$ cat src/rtl/j1_irq_controller.sv
// j1_irq_controller: edge-triggered interrupt controller on the J1 IO bus.
// Sources are synchronized and edge-detected.  Each detected edge latches
// a pending bit.  The CPU sees a registered request whenever an enabled
// pending bit exists and the global enable is set.  Reading CAUSE returns
// the lowest enabled pending source and acknowledges it.
`timescale 1ns/1ps
module j1_irq_controller #(
  parameter logic [15:0] BASE = 16'h0040,
  parameter int          NSRC = 8
) (
  input  logic            clk,
  input  logic            resetq,
  input  logic [NSRC-1:0] irq_src,
  input  logic            io_rd,
  input  logic            io_wr,
  input  logic [15:0]     io_addr,
  input  logic [15:0]     io_dout,
  output logic [15:0]     io_din,
  output logic            interrupt_request
);

  localparam logic [2:0] REG_PENDING = 3'd0;
  localparam logic [2:0] REG_ENABLE  = 3'd1;
  localparam logic [2:0] REG_CAUSE   = 3'd2;
  localparam logic [2:0] REG_SWTRIG  = 3'd3;
  localparam logic [2:0] REG_OVERRUN = 3'd4;
  localparam logic [NSRC-1:0] ONE_V  = NSRC'(1'b1);

  // Zero-extend a source-wide vector to the 16-bit bus.
  function automatic logic [15:0] widen(input logic [NSRC-1:0] v);
    logic [15:0] r;
    r = 16'h0000;
    r[NSRC-1:0] = v;
    return r;
  endfunction

  // Index of the lowest set bit (0 when none set).
  function automatic logic [2:0] lowest_index(input logic [NSRC-1:0] v);
    logic [2:0] idx;
    idx = 3'd0;
    for (int i = NSRC - 1; i >= 0; i--) begin
      if (v[i]) begin
        idx = i[2:0];
      end else begin
        idx = idx;
      end
    end
    return idx;
  endfunction

  logic [NSRC-1:0] s1_r, s2_r, s3_r;
  logic [NSRC-1:0] pending_r, overrun_r, enable_mask_r;
  logic            enable_global_r;
  logic            irq_r;

  logic            hit_s;
  logic [2:0]      sel_s;
  logic [NSRC-1:0] rise_s, masked_s, ack_clr_s, wr_clr_s, sw_set_s, ovr_clr_s;
  logic [NSRC-1:0] pend_clr_s, pending_next_s, overrun_next_s;
  logic            cause_valid_s, wr_enable_s;
  logic [2:0]      cause_idx_s;
  logic [15:0]     cause_word_s, rd_data_s;
  logic            unused_s;

  assign unused_s = ^{io_addr[0], io_dout};
  assign interrupt_request = irq_r;

  // Decode, edge detect, acknowledge and next-state for pending/overrun.
  always_comb begin
    hit_s       = (io_addr[15:4] == BASE[15:4]);
    sel_s       = io_addr[3:1];
    rise_s      = s2_r & ~s3_r;
    masked_s    = pending_r & enable_mask_r;
    cause_valid_s = |masked_s;
    cause_idx_s = lowest_index(masked_s);
    if (cause_valid_s) begin
      cause_word_s = {1'b1, 12'h000, cause_idx_s};
    end else begin
      cause_word_s = 16'h0000;
    end
    // Isolate the lowest set bit as the one-hot acknowledge mask.
    if (io_rd && hit_s && (sel_s == REG_CAUSE) && cause_valid_s) begin
      ack_clr_s = masked_s & (~masked_s + ONE_V);
    end else begin
      ack_clr_s = '0;
    end
    if (io_wr && hit_s && (sel_s == REG_PENDING)) begin
      wr_clr_s = io_dout[NSRC-1:0];
    end else begin
      wr_clr_s = '0;
    end
    if (io_wr && hit_s && (sel_s == REG_SWTRIG)) begin
      sw_set_s = io_dout[NSRC-1:0];
    end else begin
      sw_set_s = '0;
    end
    if (io_wr && hit_s && (sel_s == REG_OVERRUN)) begin
      ovr_clr_s = io_dout[NSRC-1:0];
    end else begin
      ovr_clr_s = '0;
    end
    wr_enable_s    = io_wr && hit_s && (sel_s == REG_ENABLE);
    pend_clr_s     = wr_clr_s | ack_clr_s;
    pending_next_s = (pending_r & ~pend_clr_s) | rise_s | sw_set_s;
    overrun_next_s = (overrun_r & ~ovr_clr_s) | (rise_s & pending_r & ~pend_clr_s);
  end

  // Read mux; the bus is driven to zero unless this block is being read.
  always_comb begin
    case (sel_s)
      REG_PENDING: rd_data_s = widen(pending_r);
      REG_ENABLE:  rd_data_s = widen(enable_mask_r) | {enable_global_r, 15'h0000};
      REG_CAUSE:   rd_data_s = cause_word_s;
      REG_SWTRIG:  rd_data_s = 16'h0000;
      REG_OVERRUN: rd_data_s = widen(overrun_r);
      default:     rd_data_s = 16'h0000;
    endcase
    if (io_rd && hit_s) begin
      io_din = rd_data_s;
    end else begin
      io_din = 16'h0000;
    end
  end

  // Synchronizer, register state and the registered CPU request.
  always_ff @(posedge clk or negedge resetq) begin
    if (!resetq) begin
      s1_r            <= '0;
      s2_r            <= '0;
      s3_r            <= '0;
      pending_r       <= '0;
      overrun_r       <= '0;
      enable_mask_r   <= '0;
      enable_global_r <= 1'b0;
      irq_r           <= 1'b0;
    end else begin
      s1_r      <= irq_src;
      s2_r      <= s1_r;
      s3_r      <= s2_r;
      pending_r <= pending_next_s;
      overrun_r <= overrun_next_s;
      if (wr_enable_s) begin
        enable_mask_r   <= io_dout[NSRC-1:0];
        enable_global_r <= io_dout[15];
      end else begin
        enable_mask_r   <= enable_mask_r;
        enable_global_r <= enable_global_r;
      end
      // Request follows the state in effect before this edge.
      irq_r <= enable_global_r & (|(pending_r & enable_mask_r));
    end
  end

endmodule

$ cat config.mk
export PLATFORM = sky130hd
export DESIGN_NAME = j1_irq_controller
export DESIGN_NICKNAME = d
export VERILOG_FILES = /design/src/rtl/j1_irq_controller.sv
export SDC_FILE = /design/constraint.sdc
export NUM_CORES = 1
export LEC_CHECK = 0
export CAP_MARGIN = 25
export CORE_AREA = 2 2 71 73
export CTS_CLUSTER_SIZE = 28
export DETAILED_ROUTE_END_ITERATION = 10
export DIE_AREA = 0 0 73 75
export GPL_TIMING_DRIVEN = 0
export PLACE_DENSITY = 0.84
export SETUP_SLACK_MARGIN = 0.02
export SYNTH_ARGS = -nofsm -noshare
export SYNTH_HDL_FRONTEND = slang
export SYNTH_SLANG_ARGS = --single-unit
$ cat constraint.sdc
create_clock -name clk -period 3.08 [get_ports clk]
set_input_delay 0.616 -clock clk [delete_from_list [all_inputs] [get_ports clk]]
set_output_delay 0.616 -clock clk [all_outputs]
set_load 0.005 [all_outputs]
==> out/qor.txt, run 1 <==
outcome: finished, final reports clean
Worst path max stage delay: 0.45 ns
Clock Latency Late Sink: 0.31 ns
Syn-to-layout area delta: 32.04%
Antenna Nets Post-Route: 0
Mapped Area: 2359 µm²
sequential share of the synthesized area: 0.5305
average size of a mapped cell: 10.67 µm²
clock-pin slew on the worst setup and hold paths: 0.09 ns
DRC violations left: 0
Worst-Margin Slew: 0.7513 ns
number of max-cap violations: 0
crit path time final: 3.044 ns
Synth cell types: 38
power density over the cells: 377.1 nW/µm²
Critical Path AT: 2.43 ns
overall power: 1.174 mW
Req. time, crit path: 2.46 ns
Die W: 73 µm
Seq. cell area: 1251 µm²
Overall Global Routing Usage: 0.2125
Worst Hold Class: in2async
flop-to-flop setup slack: 1.21 ns
# H-tree levels: 2
largest net degree at the start of global routing: 43
DRT iter0 DRCs: 122
drt total wl: 5.391 mm
Setup Skew: 0.01106 ns
Core Util, Final: 0.6682
Stages on worst setup path: 8
share of cells above drive strength 1: 0.1793
Die Ht: 75 µm
vias in the first global route: 1,887
Top delay family on crit path: buffers and inverters
vias per cell: 5.558
CTS tree: built
initial core utilization: 0.5060
number of diodes: 0
Port Buffer Count: 45
CTS Buffer Depth: 2
core area: 4661 µm²
Post-synth EDFFs: 0
Crit Path Category: in2out
total number of vias: 1,912
multi-input logic area: 1062 µm²
I/O Pins: 61
Worst Setup End Kind: output port
fin nets: 333
die area: 5475 µm²
Placed Instances: 327
CP max FO: 5
non-filler instance count after layout: 344
crit start category: input port
total CTS buffers: 5
Static Leak: 1.408 nW
CP bufs+invs: 3
Yosys warning total: 0
total global routing overflow: 0
TritonCTS Sinks: 50
worst setup margin: 0.03559 ns
Fin Setup TNS: 0 ns
DP HPWL: 3.772 mm
drt first pass iters: 4
setup violators final: 0
normalized max-slew margin: 0.4973
Crit-path slowest cell: clkdlybuf4s50_1
crit-path cells: clkdlybuf4s50_1 -> nor4_4 -> nand4_1 -> buf_4 -> a21o_1 -> nand2b_4 -> nor2_4 -> dlygate4sd2_1
Crit. Startpoint: io_addr[11]
Peak supply drop: 0.2768 mV
initial antenna violation count: 0
routability cong.: 0.8953
first-pass GRT wire length: 8.776 mm
worst r2r src: enable_mask_r[5]
Fin. Hold Viols: 0
Post-synth top flop: dfrtp_1
Synth Register Bits: 50
Rows: 25
worst reg-to-reg path cell count: 5
setup slack at placement: -0.6868 ns
clk root buf: clkbuf_8
asr flop ratio synth: 1.000
filler cell count: 352
Post-Syn Instances: 221
WL per Instance: 15.67 µm
worst reg2reg endpoint: overrun_r[1]
Slew Viols, Final: 0
Post-CTS Hold Fix Bufs: 0
fmax: 328.5 MHz
period utilisation layout: 0.9884
[worst register-to-register path: stages (launching register included)]
cell and delay, ns:
dfrtp_1 0.45, a22o_1 0.26, nor4_2 0.58, nor4_4 0.12
a21oi_1 0.24, a22o_1 0.17
[logic make-up (layout without fill, tap and decap cells)]
kind of cell           Yosys count  count (layout)  synth area share
AOI/OAI and AO/OA               54              54            0.1592
buffers and inverters           22              85           0.04615
DFF                             50              50            0.5305
muxes                           17              17           0.07693
other                            1               7          0.001590
and+or+nand+nor                 77              77            0.1857
[registers in the layout (all words and copies together) (netlist names)]
signal / cells
enable_global_r: 1
enable_mask_r: 8
interrupt_request: 1
overrun_r: 8
pending_r: 8
s1_r: 8
s2_r: 8
s3_r: 8
[layer usage]
layer  part of all wire  track usage  vias up
met4              0.016      0.06996        0
met1               0.41       0.2668      924
met3              0.070      0.04685       10
met5                  0            0        -
met2               0.51       0.3664       70
li1                   -            -      908
[synthesized netlist by cell type (2+ instances only)]
master / number / area share
a211o_1: 5 / 0.019
a21o_1: 3 / 0.0095
nand2_1: 21 / 0.033
nand4_1: 3 / 0.0080
a21oi_2: 2 / 0.0074
nor2_1: 20 / 0.032
a22oi_1: 2 / 0.0064
nor3_1: 3 / 0.0064
nor2b_1: 8 / 0.021
nand3_1: 6 / 0.013
a22o_1: 10 / 0.037
buf_4: 7 / 0.022
mux2_2: 9 / 0.043
inv_1: 11 / 0.018
o2bb2ai_1: 3 / 0.011
nor4_4: 2 / 0.018
nand2b_1: 4 / 0.011
a21oi_1: 13 / 0.028
clkbuf_1: 2 / 0.0032
dfrtp_1: 50 / 0.53
nor4_2: 3 / 0.016
o21ai_0: 10 / 0.021
mux2i_1: 8 / 0.034
a31oi_1: 2 / 0.0053
[worst max path at each step]
stage	end	slack (ns)
4_1_cts	io_din[2]	0.05
2_1_floorplan	io_din[3]	0.67
3_5_place_dp	io_din[3]	-0.69
6_report	io_din[3]	0.04
5_1_grt	io_din[3]	-0.07
3_3_place_gp	io_din[3]	-0.62
[repair_timing]
action | 4_1_cts | 5_1_grt
pin swaps | 5 | 4
buffers inserted | 8 | 1
resized for setup | 23 | 8
setup endpoints to repair | 9 | 7
[area by class of cell]
| class | instances | share of cell area |
|---|---|---|
| timing repair buffer | 55 | 0.1691 |
| tap | 54 | 0.02170 |
| buffer | 10 | 0.02210 |
| clock inverter | 3 | 0.007634 |
| inverter | 12 | 0.01446 |
| clock buffer | 5 | 0.02210 |
| multi-input combinational | 155 | 0.3411 |
| sequential | 50 | 0.4018 |
[cell usage in the layout (no fill, tap or decap), drive strengths merged]
master / count
dfrtp: 50
clkdlybuf4s50: 26
nand2: 21
nor2: 20
buf: 19
a21oi: 15
inv: 13
dlygate4sd2: 11
o21ai: 10
a22o: 10
mux2: 9
nor2b: 8
mux2i: 8
clkbuf: 8
conb: 7
nand3: 7
a211o: 5
dlymetal6s2s: 5
nor4: 5
nand2b: 4
nand4: 3
a21o: 3
nor3: 3
o2bb2ai: 3
a22oi: 2
a31oi: 2
clkinvlp: 2
nor4b: 2
or3: 1
a21boi: 1
o31a: 1
o32a: 1
nand3b: 1
a31o: 1
and3: 1
and2: 1
clkdlybuf4s15: 1
[power breakdown]
part / total [mW] / switching (mW) / internal, mW / leakage, nW
registers: 0.677 / 0.00506 / 0.672 / 0.559
clock network: 0.382 / 0.220 / 0.162 / 0.0408
logic: 0.116 / 0.0551 / 0.0604 / 0.808
total: 1.17 / 0.280 / 0.895 / 1.41
[per-stage QoR]
stage | instance area (µm²) | hold slack [ns]
after global placement | 2899 | 0.3310
after detailed placement | 2914 | 0.3371
final | 3114 | 0.1508
after global routing | 3114 | 0.1401
after floorplan | 2381 | 0.3204
after CTS | 3097 | 0.1493
No activity file was read; power rests on OpenSTA's default activity.
==> inputs of run 2 (changes only) <==
--- a/config.mk
+++ b/config.mk
@@ -5,13 +5,14 @@
 export SDC_FILE = /design/constraint.sdc
 export NUM_CORES = 1
 export LEC_CHECK = 0
+export ABC_AREA = 1
 export CAP_MARGIN = 25
-export CORE_AREA = 2 2 71 73
+export CORE_AREA = 2 2 73 75
 export CTS_CLUSTER_SIZE = 28
 export DETAILED_ROUTE_END_ITERATION = 10
-export DIE_AREA = 0 0 73 75
+export DIE_AREA = 0 0 75 77
 export GPL_TIMING_DRIVEN = 0
-export PLACE_DENSITY = 0.84
+export PLACE_DENSITY = 0.83
 export SETUP_SLACK_MARGIN = 0.02
 export SYNTH_ARGS = -nofsm -noshare
 export SYNTH_HDL_FRONTEND = slang
==> run 2 against run 1 <==
Compared with the run above:
- critical path depth grew 1
- worst hold slack better by 0.12 ns
- sequential power hardly changed
- die area grew 5.5%
- clock power grew 5%
- sequential share of layout area shrank 2.1 points
- non-clock buffer count fell by 3
- cell count increased by 31%
- maximum frequency increased by 1.3%
- area after synthesis rose by 6.7%
- first-iteration DRC count grew 110%
- critical endpoint is now io_din[7]
- largest cell class unchanged
- highest routed layer unchanged
==> out/qor.txt, run 2 <==
routability cong.: 0.9401 (+5.0%)
commonest non-fill, non-tap cell in the layout: nand2_1
Mapped Area: 2516 µm² (+6.7%)
flop-to-flop setup slack: 1.55 ns (+0.34 ns)
Yosys top cell area share: 0.4973 (-0.03324)
number of max-cap violations: 0 (unchanged)
RSZ-0062 raised after global routing: yes
DRT iter0 DRCs: 253 (+110%)
Synth cell types: 28 (-26%)
Post-CTS Hold Fix Bufs: 0 (unchanged)
Port Buffer Count: 44 (-2.2%)
period utilisation layout: 0.9756 (-0.01287)
worst setup margin: 0.07522 ns (+0.03963 ns)
Post-synth EDFFs: 0 (unchanged)
power density over the cells: 369.1 nW/µm² (-2.1%)
largest net degree at the start of global routing: 31 (-28%)
most frequent cells after synthesis: 78 x nand2_1, 50 x dfrtp_1, 49 x nor2_1
initial core utilization: 0.5055 (-0.0005099)
fin nets: 425 (+28%)
CTS Buffer Depth: 2 (unchanged)
Antenna Nets Post-Route: 0 (unchanged)
first-pass GRT wire length: 9.722 mm (+11%)
DP Area: 3082 µm² (+5.8%)
Fin Setup TNS: 0 ns (unchanged)
fmax: 332.8 MHz (+1.3%)
Crit Path Category: in2out
core area: 4977 µm² (+6.8%)
worst r2r src: pending_r[4]
total number of vias: 2,244 (+17%)
Worst path max stage delay: 0.52 ns (+0.07 ns)
total CTS buffers: 5 (unchanged)
die area: 5775 µm² (+5.5%)
smallest hold slack: 0.2672 ns (+0.1164 ns)
GR peak layer: met2
Yosys warning total: 0 (unchanged)
Static Leak: 1.589 nW (+13%)
vias per cell: 4.965 (-11%)
TritonCTS Sinks: 50 (unchanged)
overall power: 1.212 mW (+3.2%)
Clock Latency Late Sink: 0.30 ns (about the same)
clock-pin slew on the worst setup and hold paths: 0.09 ns (about the same)
number of diodes: 0 (unchanged)
Placed Instances: 437 (+34%)
non-filler instance count after layout: 452 (+31%)
Die W: 75 µm (+2.7%)
commonest cells after routing, fill and taps aside: 76 x nand2_1, 50 x dfrtp_1, 46 x nor2_1
crit start category: input port
crit-path cells: clkdlybuf4s50_1 -> inv_1 -> nor2_1 -> nand2_1 -> nor2_2 -> and2_4 -> nand4_4 -> nor2_1 -> clkdlybuf4s50_1
CTS tree: built
I/O Pins: 61 (unchanged)
CP max FO: 6 (+1)
asr flop ratio synth: 1.000 (unchanged)
Crit-path slowest cell: clkdlybuf4s50_1
GR Util met2: 0.3465 (-0.01988)
Synth Register Bits: 50 (unchanged)
Worst Hold Class: in2async
Syn-to-layout area delta: 30.53%
average size of a mapped cell: 7.963 µm² (-25%)
share of cells above drive strength 1: 0.1387 (-0.04057)
Fin. Hold Viols: 0 (unchanged)
DRC violations left: 0 (unchanged)
Post-synth top flop: dfrtp_1
setup violators final: 0 (unchanged)
Critical Path Sink: io_din[7]
count leader, synth: nand2_1
vias in the first global route: 2,168 (+15%)
total global routing overflow: 0 (unchanged)
worst reg-to-reg path cell count: 9 (+4)
Core Util, Final: 0.6599 (-0.008309)
Req. time, crit path: 2.46 ns (about the same)
Worst Setup End Kind: output port
Setup Skew: 0.005369 ns (-0.005687 ns)
Finished Cell Area: 3284 µm² (+5.5%)
Slew Viols, Final: 0 (unchanged)
sequential share of the synthesized area: 0.4973 (-0.03324)
drt total wl: 6.102 mm (+13%)
setup slack at placement: -0.1348 ns (+0.5520 ns)
DP HPWL: 4.245 mm (+13%)
Die Ht: 77 µm (+2.7%)
# H-tree levels: 2 (unchanged)
filler cell count: 427 (+21%)
outcome: finished, final reports clean
WL per Instance: 13.50 µm (-14%)
Synth area leaders: dfrtp_1 50%, nand2_1 12%, nor2_1 7.3%, inv_1 5.8%, nand3_1 5.2%
Post-Syn Instances: 316 (+43%)
biggest area consumer among synthesized cells: dfrtp_1
met3 GRT Util: 0.03942 (-0.007432)
crit path time final: 3.005 ns (-0.03963 ns)
Peak supply drop: 0.2798 mV (+1.1%)
Critical Path AT: 2.39 ns (-0.04 ns)
initial antenna violation count: 0 (unchanged)
drt first pass iters: 4 (unchanged)
clk root buf: clkbuf_8
global-route met1 utilization: 0.3070 (+0.04018)
Overall Global Routing Usage: 0.2203 (+0.007847)
Rows: 26 (+4.0%)
Crit. Startpoint: io_addr[6]
worst reg2reg endpoint: pending_r[1]
==> run 2: changes by cell type after synthesis, sizes merged, moves of 9 or more <==
cell   change
nand2     +59
nor2      +35
inv       +29
nand3     +21
a22o      -10
mux2       -9
==> run 2: layout make-up <==
type,instances,area [µm²],area share
multi-input combinational,221,1099,0.3345
buffer,9,75.07,0.02286
tap,70,87.58,0.02667
clock buffer,6,82.58,0.02514
clock inverter,2,12.51,0.003810
timing repair buffer,53,520.5,0.1585
inverter,41,156.4,0.04762
sequential,50,1251,0.3810
==> run 2: kinds of logic (layout without fill, tap and decap cells) <==
family	Yosys count	count (layout)	synth area share
and+or+nand+nor	185	185	0.3441
buffers and inverters	51	111	0.09647
DFF	50	50	0.4973
AOI/OAI and AO/OA	29	29	0.06067
other	1	7	0.001490
==> run 2: how the worst min path moves through the flow <==
stage	start	slack, ns	endpoint	depth (start not counted)
after floorplan	resetq	0.32	enable_global_r	0
after global placement	s1_r[4]	0.33	s2_r[4]	0
after detailed placement	s1_r[4]	0.34	s2_r[4]	0
after CTS	resetq	0.28	overrun_r[2]	1
after global routing	resetq	0.29	overrun_r[1]	1
final	resetq	0.27	s1_r[3]	1
==> run 2: timing repair <==
item,CTS,global route
endpoints found under the setup margin,8,8
gates cloned,0,0
resized for setup,11,10
pin swaps,2,4
setup buffers,3,5
==> run 2: per-layer routing <==
layer | share of wire | routed length, µm
met3 | 0.074 | 453
met5 | 0 | 0
met4 | 0.011 | 65
met2 | 0.49 | 3000
met1 | 0.42 | 2581
==> run 2: worst max-delay path, delay by kind of cell <==
family	cells	cell delay [ns]
buf+inv	3	1.02
simple gates	6	0.77
==> run 2: report_power, final <==
group / internal (mW) / switching, mW
combinational: 0.0672 / 0.0671
clock: 0.181 / 0.219
sequential: 0.672 / 0.00645
total: 0.920 / 0.292
==> inputs of run 3 (changes only) <==
--- a/config.mk
+++ b/config.mk
@@ -7,12 +7,14 @@
 export LEC_CHECK = 0
 export ABC_AREA = 1
 export CAP_MARGIN = 25
-export CORE_AREA = 2 2 73 75
+export CELL_PAD_IN_SITES_DETAIL_PLACEMENT = 1
+export CELL_PAD_IN_SITES_GLOBAL_PLACEMENT = 1
+export CORE_AREA = 2 2 84 86
 export CTS_CLUSTER_SIZE = 28
 export DETAILED_ROUTE_END_ITERATION = 10
-export DIE_AREA = 0 0 75 77
+export DIE_AREA = 0 0 86 88
 export GPL_TIMING_DRIVEN = 0
-export PLACE_DENSITY = 0.83
+export PLACE_DENSITY = 0.85
 export SETUP_SLACK_MARGIN = 0.02
 export SYNTH_ARGS = -nofsm -noshare
 export SYNTH_HDL_FRONTEND = slang
==> run 3 against run 2 <==
Compared with the run above:
- the run now ends with negative setup slack left
- count of clock-buffer cells in the layout stayed put
- cell area increased by 0.53%
- first-iteration DRC count down 21%
- non-clock buffer count increased by 1
- combinational power up 3%
==> out/qor.txt, run 3 (synthesized netlist as in run 2, its figures left out) <==
CTS tree: built
vias per cell: 5.097 (+2.7%)
Setup Skew: 0.006351 ns (+0.0009821 ns)
TritonCTS Sinks: 50 (unchanged)
Crit-path slowest cell: clkdlybuf4s50_1
CP bufs+invs: 4 (+1)
drt first pass iters: 4 (unchanged)
worst r2r src: pending_r[1]
Top delay family on crit path: buffers and inverters
crit-path cells: clkdlybuf4s50_1 -> inv_1 -> nor3_4 -> inv_1 -> nor3_1 -> nor2_1 -> nor2_2 -> clkdlybuf4s50_1
initial core utilization: 0.3787 (-0.1268)
Slew Viols, Final: 0 (unchanged)
internal power: 0.9127 mW (-0.79%)
sequential share of power: 0.564 (+0.004)
Die Ht: 88 µm (+14%)
RSZ-0062 raised after global routing: yes
Peak supply drop: 0.2423 mV (-13%)
overall power: 1.203 mW (-0.73%)
share of cells above drive strength 1: 0.1309 (-0.007853)
crit path time final: 3.190 ns (+0.1853 ns)
number of diodes: 0 (unchanged)
Switching Fraction: 0.2416 (+0.0004158)
die area: 7568 µm² (+31%)
Overall Global Routing Usage: 0.2012 (-0.01911)
Worst-Margin Slew: 0.5661 ns
failing checks: negative setup slack
largest net degree at the start of global routing: 29 (-6.5%)
Fin. Hold Viols: 0 (unchanged)
DP HPWL: 5.224 mm (+23%)
Crit Path Category: in2out
Port Buffer Count: 44 (unchanged)
Rows: 30 (+15%)
filler cell count: 812 (+90%)
Antenna Nets Post-Route: 0 (unchanged)
fmax: 313.5 MHz (-5.8%)
normalized max-slew margin: 0.6226
crit start category: input port
Finished Cell Area: 3302 µm² (+0.53%)
CTS Buffer Depth: 2 (unchanged)
Worst Hold Class: in2async
total CTS buffers: 5 (unchanged)
WL per Instance: 16.42 µm (+22%)
commonest cells after routing, fill and taps aside: 77 x nand2_1, 50 x dfrtp_1, 45 x nor2_1
worst reg-to-reg path cell count: 9 (unchanged)
Comb pwr share: 0.115 (+0.004)
# H-tree levels: 2 (unchanged)
DRT iter0 DRCs: 199 (-21%)
period utilisation layout: 1.036 (+0.06016)
Stages on worst setup path: 8 (-1)
DP Area: 3094 µm² (+0.41%)
smallest hold slack: 0.2910 ns (+0.02385 ns)
initial antenna violation count: 0 (unchanged)
Static Leak: 1.634 nW (+2.9%)
Critical Path AT: 2.57 ns (+0.18 ns)
P_sw: 0.2907 mW (-0.56%)
I/O Pins: 61 (unchanged)
power density over the cells: 364.4 nW/µm² (-1.3%)
worst reg2reg endpoint: pending_r[1]
routability cong.: 0.9038 (-3.9%)
Worst Setup End Kind: output port
Fin Setup TNS: -0.2253 ns (-0.2253 ns)
vias in the first global route: 2,371 (+9.4%)
worst setup margin: -0.1101 ns (-0.1853 ns)
Clock Latency Late Sink: 0.31 ns (about the same)
core area: 6644 µm² (+33%)
Req. time, crit path: 2.46 ns (about the same)
Die W: 86 µm (+15%)
total global routing overflow: 0 (unchanged)
DRC violations left: 0 (unchanged)
clock-pin slew on the worst setup and hold paths: 0.09 ns (about the same)
flop-to-flop setup slack: 1.51 ns (-0.04 ns)
Worst path max stage delay: 0.54 ns (+0.02 ns)
number of max-cap violations: 0 (unchanged)
fin nets: 427 (+0.47%)
setup violators final: 4 (+4)
first-pass GRT wire length: 11.67 mm (+20%)
CP max FO: 3 (-3)
commonest non-fill, non-tap cell in the layout: nand2_1
Clock Power Share: 0.321 (-0.009)
outcome: finished with violations
drt total wl: 7.587 mm (+24%)
clk root buf: clkbuf_8
total number of vias: 2,355 (+4.9%)
Syn-to-layout area delta: 31.23%
==> run 3: cell count changes in the layout (fill, tap and decap cells not counted), sizes merged <==
| cell | delta |
|---|---|
| clkdlybuf4s50 | -1 |
| dlymetal6s2s | +2 |
| clkbuf | +1 |
| clkinvlp | -1 |
| dlygate4sd2 | -1 |
| clkinv | -1 |
| nor2 | +1 |
==> run 3: worst max-delay path by stage <==
stage                            from        end  slack, ns
after floorplan           io_addr[11]  io_din[0]       1.03
after global placement     io_addr[6]  io_din[1]      -0.12
after detailed placement   io_addr[1]  io_din[1]      -0.14
after CTS                  io_addr[3]  io_din[4]      -0.09
after global routing       io_addr[2]  io_din[2]      -0.20
final                      io_addr[2]  io_din[2]      -0.11
==> run 3: timing repair <==
item / in CTS / in global routing
setup endpoints to repair: 9 / 8
gates resized for setup: 8 / 10
setup buffers: 0 / 8
cloned: 0 / 1
hold buffers: 0 / 0
pin swaps: 0 / 2
==> run 3: worst register-to-register path, stage by stage (launching register included) <==
cell	delay, ns
dfrtp_1	0.41
nand2_1	0.12
nand2_1	0.17
nor2_4	0.07
nand2_2	0.17
nand2_1	0.13
nor2_1	0.18
nand2_1	0.08
nand3_1	0.09
nand2_1	0.05
==> run 3: metal layers <==
layer | part of all wire | global-route usage | up-vias
met1 | 0.43 | 0.2674 | 1146
met3 | 0.056 | 0.03770 | 12
met5 | 0 | 0 | -
met4 | 0.019 | 0.05916 | 0
met2 | 0.50 | 0.3362 | 68
li1 | - | - | 1129
==> run 3: final cells by class <==
cell class	count	area [µm²]	area share
tap	80	100.1	0.03031
sequential	50	1251	0.3789
timing repair buffer	53	526.8	0.1595
multi-input combinational	222	1085	0.3285
clock buffer	6	82.58	0.02501
buffer	10	100.1	0.03031
inverter	41	156.4	0.04737
==> run 3: per-stage QoR <==
stage | setup WS [ns] | instances | utilization
global route | -0.1967 | 462 | 0.4970
CTS | -0.09188 | 453 | 0.4819
detailed placement | -0.1384 | 447 | 0.4657
floorplan | 1.032 | 322 | -
global placement | -0.1203 | 446 | 0.4635
finish | -0.1101 | 462 | 0.4970
==> run 3: power groups by stage <==
stage,logic (mW),clock network (mW),registers [mW]
6_report,0.138,0.386,0.679
5_1_grt,0.153,0.421,0.681
4_1_cts,0.130,0.396,0.679
3_5_place_dp,0.128,0,0.692
3_3_place_gp,0.122,0,0.691
2_1_floorplan,0.0494,0,0.690
